==> config.mk <==
export PLATFORM = sky130hd
export DESIGN_NAME = hazard_sb_unit
export DESIGN_NICKNAME = d
export VERILOG_FILES = /design/src/rtl/hazard_pkg.sv /design/src/rtl/hazard_fwd_pick.sv /design/src/rtl/hazard_sb_unit.sv
export SDC_FILE = /design/constraint.sdc
export NUM_CORES = 1
export LEC_CHECK = 0
export ABC_AREA = 0
export CELL_PAD_IN_SITES_DETAIL_PLACEMENT = 1
export CELL_PAD_IN_SITES_GLOBAL_PLACEMENT = 2
export CORE_ASPECT_RATIO = 1.5
export CORE_MARGIN = 3
export CORE_UTILIZATION = 33
export CTS_BUF_LIST = sky130_fd_sc_hd__clkbuf_2
export DETAILED_ROUTE_END_ITERATION = 16
export PLACE_DENSITY = 0.91
export SETUP_SLACK_MARGIN = 0.5
export SLEW_MARGIN = 5
export SYNTH_ARGS = -nofsm -noshare
export SYNTH_HDL_FRONTEND = slang
export SYNTH_SLANG_ARGS = --single-unit
==> constraint.sdc <==
create_clock -name clk -period 4.5 [get_ports clk]
set_input_delay 0.45 -clock clk [delete_from_list [all_inputs] [get_ports clk]]
set_output_delay 0.45 -clock clk [all_outputs]
set_load 0.01 [all_outputs]
==> src/rtl/hazard_pkg.sv <==
// Shared stage indices and sizing helpers for the
// hazard/forwarding controller.
package hazard_pkg;

    localparam int RA_W_DEF = 5;

    typedef enum logic [2:0] {
        STG_F  = 3'd0,
        STG_F2 = 3'd1,
        STG_D  = 3'd2,
        STG_E  = 3'd3
    } stg_e;

    function automatic int fwd_w(input int num_fwd);
        return $clog2(num_fwd + 1);
    endfunction

endpackage

==> src/rtl/hazard_fwd_pick.sv <==
// Per-operand forwarding picker: youngest matching writer
// wins, and reports whether that writer's result is usable yet.
module hazard_fwd_pick
    import hazard_pkg::*;
#(
    parameter int NUM_FWD = 4,
    parameter int RA_W    = RA_W_DEF,
    parameter int FW      = fwd_w(NUM_FWD)
) (
    input  logic [RA_W-1:0]         i_src,
    input  logic [NUM_FWD-1:0]      i_regwrite,
    input  logic [NUM_FWD*RA_W-1:0] i_writereg,
    input  logic [NUM_FWD-1:0]      i_rdy,
    output logic [FW-1:0]           o_sel,
    output logic                    o_not_ready
);

    always_comb begin
        o_sel       = '0;
        o_not_ready = 1'b0;
        // Oldest first so the youngest match overwrites.
        for (int k = NUM_FWD - 1; k >= 0; k--) begin
            if (i_regwrite[k] && (i_src != '0) &&
                (i_writereg[k*RA_W +: RA_W] == i_src)) begin
                o_sel       = FW'(k + 1);
                o_not_ready = ~i_rdy[k];
            end
        end
    end

endmodule

==> src/rtl/hazard_sb_unit.sv <==
// Hazard/forwarding controller with long-latency scoreboard,
// latched fetch redirect and saturating stall counter.
module hazard_sb_unit
    import hazard_pkg::*;
#(
    parameter int NUM_FWD = 4,
    parameter int NUM_SRC = 2,
    parameter int RA_W    = RA_W_DEF,
    parameter int CNT_W   = 32
) (
    input  logic                               clk,
    input  logic                               resetn,
    input  logic                               i_cache_stall,
    input  logic                               d_cache_stall,
    input  logic                               alu_stallE,
    input  logic [NUM_SRC*RA_W-1:0]            src_regD,
    input  logic [NUM_SRC-1:0]                 src_useD,
    input  logic [NUM_FWD-1:0]                 stg_regwrite,
    input  logic [NUM_FWD*RA_W-1:0]            stg_writereg,
    input  logic [NUM_FWD-1:0]                 stg_rdy,
    input  logic                               lop_issue,
    input  logic [RA_W-1:0]                    lop_dest,
    input  logic                               lop_done,
    input  logic [RA_W-1:0]                    lop_done_dest,
    input  logic                               redirectD,
    input  logic                               flush_jump_conflictE,
    input  logic                               flush_pred_failedM,
    input  logic                               flush_exceptionM,
    output logic [NUM_SRC*fwd_w(NUM_FWD)-1:0]  fwd_sel,
    output logic [NUM_FWD+2:0]                 stall_vec,
    output logic [NUM_FWD+2:0]                 flush_vec,
    output logic                               stall_d_data,
    output logic [CNT_W-1:0]                   stall_cnt
);

    localparam int FW    = fwd_w(NUM_FWD);
    localparam int NREG  = 1 << RA_W;
    localparam int W_IDX = NUM_FWD + 2;

    logic [NREG-1:0]    r_sb_busy;
    logic               r_redir_pend;
    logic [CNT_W-1:0]   r_stall_cnt;

    logic [NREG-1:0]    w_sb_next;
    logic [NUM_SRC-1:0] w_not_ready;
    logic [NUM_SRC-1:0] w_haz;
    logic               w_mem_stall;
    logic               w_stall_fe;
    logic               w_redir_req;
    logic               w_exc_pf;

    for (genvar i = 0; i < NUM_SRC; i++) begin : g_src
        hazard_fwd_pick #(
            .NUM_FWD (NUM_FWD),
            .RA_W    (RA_W),
            .FW      (FW)
        ) u_pick (
            .i_src       (src_regD[i*RA_W +: RA_W]),
            .i_regwrite  (stg_regwrite),
            .i_writereg  (stg_writereg),
            .i_rdy       (stg_rdy),
            .o_sel       (fwd_sel[i*FW +: FW]),
            .o_not_ready (w_not_ready[i])
        );
        assign w_haz[i] = src_useD[i] &
            (w_not_ready[i] | r_sb_busy[src_regD[i*RA_W +: RA_W]]);
    end

    assign w_exc_pf     = flush_exceptionM | flush_pred_failedM;
    assign w_mem_stall  = i_cache_stall | d_cache_stall | alu_stallE;
    assign stall_d_data = (|w_haz) & ~w_exc_pf;
    assign w_stall_fe   = (w_mem_stall | stall_d_data) & ~flush_exceptionM;
    assign w_redir_req  = redirectD | flush_jump_conflictE;
    assign stall_cnt    = r_stall_cnt;

    always_comb begin
        stall_vec = '0;
        flush_vec = '0;
        stall_vec[STG_F]  = w_stall_fe;
        stall_vec[STG_F2] = w_stall_fe;
        stall_vec[STG_D]  = w_mem_stall | stall_d_data;
        for (int k = 0; k < NUM_FWD; k++) begin
            stall_vec[int'(STG_E) + k] = w_mem_stall;
        end
        stall_vec[W_IDX] = w_mem_stall & ~flush_exceptionM;

        // A redirect seen during a fetch stall is replayed here.
        flush_vec[STG_F2] = (w_redir_req | r_redir_pend) & ~w_stall_fe;
        flush_vec[STG_D]  = flush_jump_conflictE & ~w_mem_stall;
        flush_vec[STG_E]  = stall_d_data & ~w_mem_stall;
        if (flush_pred_failedM) begin
            flush_vec[STG_F2] = 1'b1;
            flush_vec[STG_D]  = 1'b1;
            if (!w_mem_stall) begin
                flush_vec[STG_E] = 1'b1;
            end
        end
        if (flush_exceptionM) begin
            for (int k = 1; k < W_IDX; k++) begin
                flush_vec[k] = 1'b1;
            end
        end
    end

    always_comb begin
        w_sb_next = r_sb_busy;
        if (lop_done) begin
            w_sb_next[lop_done_dest] = 1'b0;
        end
        if (lop_issue) begin
            w_sb_next[lop_dest] = 1'b1;
        end
        w_sb_next[0] = 1'b0;
    end

    always_ff @(posedge clk or negedge resetn) begin
        if (!resetn) begin
            r_sb_busy    <= '0;
            r_redir_pend <= 1'b0;
            r_stall_cnt  <= '0;
        end else begin
            r_sb_busy <= w_sb_next;
            if (w_exc_pf) begin
                r_redir_pend <= 1'b0;
            end else if (w_stall_fe) begin
                r_redir_pend <= r_redir_pend | w_redir_req;
            end else begin
                r_redir_pend <= 1'b0;
            end
            if (stall_vec[STG_D] && (r_stall_cnt != '1)) begin
                r_stall_cnt <= r_stall_cnt + CNT_W'(1);
            end
        end
    end

endmodule
======== Word level (Yosys, flattened, before mapping) ========
Index checks and enable logic that the tools add are counted.
cells by class
  $mul .................................... 0
  add/sub/neg operators ................... 1
  eq/ne operators ......................... 9
  bitwise operators ....................... 27
  reductions and logical operators ........ 22
  shift-type cells ........................ 0
  divide/modulo/power cells ............... 0
  order comparisons ....................... 6
  multiplexer cells ....................... 31
operators by type and width
  operator                 count
  $mux W32                 2
  $eq A5 B5 Y1             8
  $add A32 B1 Y32 const B  1
  $and A32 B32 Y32         1
  $ne A32 B32 Y1 const B   1
  $not A32 Y32             1
  $or A32 B32 Y32          1
  $mux W3                  9
  $lt A5 B6 Y1 const B     4
  $logic_and A1 B1 Y1      19
  $mux W1                  15
  $bmux W1 S5              2
  $demux W1 S5             2
  $ge A5 B1 Y1 const B     2
  $reduce_bool A5 Y1       2
  $and A1 B1 Y1            8
  $not A1 Y1               8
  $or A1 B1 Y1             8
  $mux W5                  1
  $reduce_or A2 Y1         1
word-level totals
  memories ................................ 0
  output and inout port bits .............. 53
  register bits ........................... 64
  bits in read-only memories .............. 0
  input port bits ......................... 61
  bits in writable memories ............... 0
  bits in latches ......................... 0

======== Logic depth before layout (Yosys ltp) ========
  depth in word-level cells ............... 17
  mapped depth ............................ 12
  depth with buffers taken out ............ 9

======== By module ========
From an unflattened synthesis, not the netlist that was laid out.
unflattened totals
  cell total of the unflattened synthesis .. 454
  area total of the unflattened synthesis .. 4600.7 µm²
by module, submodules not included
  module           cells each  times used  area each (µm²)
  hazard_sb_unit   358         1           3749.8
  hazard_fwd_pick  48          2           425.4

======== Least setup slack after synthesis ========
Ideal clock, no wire load.
  path type ............................... in2out
  start ................................... input port src_regD[6]
  end ..................................... output port stall_vec[0]
  path slack .............................. 1287 ps
  arrival ................................. 2763 ps
  stages on the path ...................... 10
  data required time ...................... 4050 ps
  path through ............................ buf_6 -> or4_4 -> nor2_4 -> nor4_1 -> or4_4 -> nor4_4 -> nand2_1 -> and2_1 -> or2_2 -> buf_4
on the way
  longest elaborated chain between the ends .. 13
  elaborated cells between the ends (all ways) .. 25
ends and longest elaborated chain
  what                               line                   RTL
  from (decl)                        hazard_sb_unit.sv:16   input logic [NUM_SRC*RA_W-1:0] src_regD,
  $reduce_bool A5 Y1                 hazard_fwd_pick.sv:23  if (i_regwrite[k] && (i_src != '0) &&
  $logic_and A1 B1 Y1 (2 in series)  hazard_fwd_pick.sv:23
  $mux W1 (4 in series)              hazard_fwd_pick.sv:23
  $or A1 B1 Y1 *                     hazard_sb_unit.sv:66   (w_not_ready[i] | r_sb_busy[src_regD[i*RA_W +: RA_W]]);
  $and A1 B1 Y1 *                    hazard_sb_unit.sv:65   assign w_haz[i] = src_useD[i] &
  $reduce_or A2 Y1 *                 hazard_sb_unit.sv:71   assign stall_d_data = (|w_haz) & ~w_exc_pf;
  $and A1 B1 Y1 *                    hazard_sb_unit.sv:71
  named net stall_d_data             hazard_sb_unit.sv:32   output logic stall_d_data,
  $or A1 B1 Y1 *                     hazard_sb_unit.sv:72   assign w_stall_fe = (w_mem_stall | stall_d_data) & ~flush_exceptionM;
  $and A1 B1 Y1 *                    hazard_sb_unit.sv:72
  to (decl)                          hazard_sb_unit.sv:30   output logic [NUM_FWD+2:0] stall_vec,
The timed path passes the listed nets; every way through them passes the cells marked *. The select of a mux whose other input is x is not followed.

======== Final worst setup path ========
  start ................................... input port src_regD[7]
  end ..................................... output port stall_vec[0]
on the way
  longest elaborated chain between the ends .. 13
  elaborated cells between the ends (all ways) .. 25
ends and longest elaborated chain
  what                               line
  $reduce_bool A5 Y1                 hazard_fwd_pick.sv:23
  $logic_and A1 B1 Y1 (2 in series)  hazard_fwd_pick.sv:23
  $mux W1 (4 in series)              hazard_fwd_pick.sv:23
  $or A1 B1 Y1 *                     hazard_sb_unit.sv:66
  $and A1 B1 Y1 *                    hazard_sb_unit.sv:65
  $reduce_or A2 Y1 *                 hazard_sb_unit.sv:71
  $and A1 B1 Y1 *                    hazard_sb_unit.sv:71
  $or A1 B1 Y1 *                     hazard_sb_unit.sv:72
  $and A1 B1 Y1 *                    hazard_sb_unit.sv:72
Every way passes the cells marked *; elsewhere a longest branch is shown, timed or not. The select of a mux whose other input is x is not followed.

==> out/metrics.cfg <==
[synth]
ys.flop_type=dfrtp_1
syn_inst=428
ys_warn_count=0
synth_edf_count=0
async_reset_ff_share_pct=100.0
synth-seq-cells=64
synth_area_per_cell_um2=9.983
yosysSeqAreaShare_pct=37.48
ys_types=52
synth_area_mm2=0.004273

[global_routing]
grt_max_degree=65
antenna_found_initial=1
grtUsageTotal_pct=18.45
grt_pass1_wl_um=21590
first_global_vias=4067
gr-total-overflow=0

[finish]
layoutNonFillerInstCount=703
fill_cells=1461
finalNetCount=604
drive_gt1_share_pct=13.74
finish.utilization_pct=45.20
layout_common_cells=clkdlybuf4s50_1 (103), dfrtp_1 (64), o21ai_0 (63), xnor2_1 (61), nand2_1 (22)
syn2layout_area_growth_pct=33.03
final_common_cell=clkdlybuf4s50_1

[floorplanning]
die_y_um=145.4
fp.coreArea_mm2=0.01257
dieArea_mm2=0.01438
start_util_pct=33.98
ios=114
num_rows=50
die_w_um=98.91

[clocking]
cts_tree=done
clkTransAtPathRegs_ns=0.19
root_buffer=clkbuf_2
clock_sinks=64
max-clock-path-buffers=2
numCtsBuffers=9
cts_max_level=3
clock_latency_ns=0.50
holdBufCountCts=0

[route]
antenna_left=0
first_pass_iters=4
viasPerCell=5.405
drt-total-wl_um=13290
drc=0
drt_iter0_markers=159
vias=3800
avgRoutedWirePerCell_um=18.90

[worst_setup_path]
worst-path-max-fanout=13
r2r-end=stall_cnt[31]
worstReg2RegStart=stall_cnt[7]
worst-endpoint-required_ns=4.05
criticalPathCategory=input port to primary output
crit_arrival_ns=3.48
reg2reg_slack_ns=1.54
start_kind=input port
end_kind=primary output
reg2regPathDepth=9

[run]
drv_cap=0

[timing]
report.final.setup_viol=0
max_freq_mhz=254.6
min_period_over_period_pct=87.28
grt_setup_unrepaired=yes
post-route-min-period_ns=3.928
maxSlewHeadroom_pct=45.89
slew_violations=0
worst_pin_slew_ns=0.8117
fin_skew_ns=0.02690
hold_viol=0
setup_tns_ns=0

[status]
outcome=finished clean

[place]
dp_hpwl_um=10280
place_inst=683
place.gp.congestion=0.8449
io_buffers=111

[pwr]
powerDensity_mw_per_mm2=288.2
leakage_uw=0.002192
totalPowerFinal_uw=1638
vdd.ir_drop.worst_mv=0.1309

[worst_hold_path]
hold_path_class=input port to async pin

## worst max-delay path, cell delays in order
cell	delay [ns]
clkdlybuf4s50_1	0.50
buf_4	0.26
xnor2_1	0.15
nand2_1	0.08
or3_1	0.42
a311o_1	0.31
a22oi_2	0.26
nand2_1	0.11
and2_1	0.16
or2_2	0.30
clkdlybuf4s50_1	0.48
## routing by layer
metal	up-vias	wire length (um)	GRT usage [%]
met3	17	487	2.878
met1	1898	5262	21.73
met5	-	0	0
li1	1794	-	-
met2	91	7265	33.65
met4	0	273	6.015
## per-stage QoR
step                hold WS, ns  instance area, um2  setup WS, ns
detailed placement       0.4920                5497        0.2747
floorplan                0.1544                4277         1.287
global placement         0.4828                5497        0.3722
finish                  0.08414                5684        0.5723
CTS                     0.07942                5620        0.5155
global route            0.08035                5684        0.4336
## registers in the layout, indices dropped and copies added (netlist names)
signal and cells:
r_redir_pend 1, stall_cnt 32, r_sb_busy 31
## worst max path at each step
stage                         endpoint  slack [ns]         from  cells after the start
after floorplan           stall_vec[0]        1.29  src_regD[6]                     10
after global placement    stall_vec[1]        0.37  src_regD[0]                     10
after detailed placement  stall_vec[0]        0.27  src_regD[2]                     10
after CTS                 stall_vec[0]        0.52  src_regD[2]                     10
after global routing      stall_vec[0]        0.43  src_regD[3]                     10
final                     stall_vec[0]        0.57  src_regD[7]                     11
## synthesized netlist by cell type, types with 2 or more instances
| cell | instances | area (um2) |
|---|---|---|
| nand3_1 | 15 | 75.07 |
| and3_1 | 10 | 62.56 |
| nor2b_1 | 3 | 18.77 |
| or4_4 | 2 | 22.52 |
| o211a_1 | 2 | 20.02 |
| xor2_1 | 9 | 78.83 |
| nor2_1 | 12 | 45.04 |
| clkbuf_1 | 4 | 15.01 |
| nand2_1 | 22 | 82.58 |
| a311o_1 | 2 | 20.02 |
| or3b_2 | 6 | 52.55 |
| nor3_1 | 4 | 20.02 |
| and2_1 | 3 | 18.77 |
| and4_1 | 3 | 26.28 |
| mux4_2 | 12 | 270.3 |
| or3_1 | 4 | 25.02 |
| o21bai_1 | 2 | 15.01 |
| nand3_2 | 11 | 110.1 |
| nor4_1 | 11 | 68.82 |
| mux2i_1 | 12 | 120.1 |
| xnor2_1 | 61 | 534.3 |
| o31ai_1 | 2 | 15.01 |
| nand2b_1 | 2 | 12.51 |
| o21ai_0 | 63 | 315.3 |
| nand4_1 | 21 | 131.4 |
| buf_4 | 10 | 75.07 |
| buf_6 | 5 | 56.30 |
| nand3b_1 | 11 | 82.58 |
| dfrtp_1 | 64 | 1602 |
| buf_2 | 8 | 40.04 |
| a21oi_1 | 3 | 15.01 |
| inv_1 | 8 | 30.03 |
| a211oi_1 | 2 | 15.01 |
## timing repair
action,in CTS,in global routing
gates resized for setup,5,9
setup buffers,0,4
pin swaps,2,2
endpoints found under the setup margin,4,3
## logic make-up (layout without fill, tap and decap cells)
| kind of cell | after synthesis | after routing | synth area share [%] |
|---|---|---|---|
| compound gates | 84 | 84 | 11.19 |
| xor+xnor | 70 | 70 | 14.35 |
| fa+ha+maj | 1 | 1 | 0.2928 |
| buf+inv | 35 | 152 | 5.066 |
| flops | 64 | 64 | 37.48 |
| mux | 26 | 26 | 9.663 |
| other cells | 1 | 3 | 0.08776 |
| simple gates | 147 | 147 | 21.87 |
## cell type report
class                           instances  area (um2)  share of cell area, %
Antenna cell                            1       2.502                0.04402
Clock buffer                            9       45.04                 0.7924
Clock inverter                          6       61.31                  1.079
Inverter                                8       30.03                 0.5283
Multi-Input combinational cell        330        2497                  43.94
Sequential cell                        64        1602                  28.18
Tap cell                              156       195.2                  3.434
Timing Repair Buffer                  129        1251                  22.01
## report_power, final
group	total [uW]	internal (uW)	switching (uW)
sequential	775	674	101
combinational	528	290	238
clock	335	122	213
Note: power is estimated with default switching activity, not from simulation.
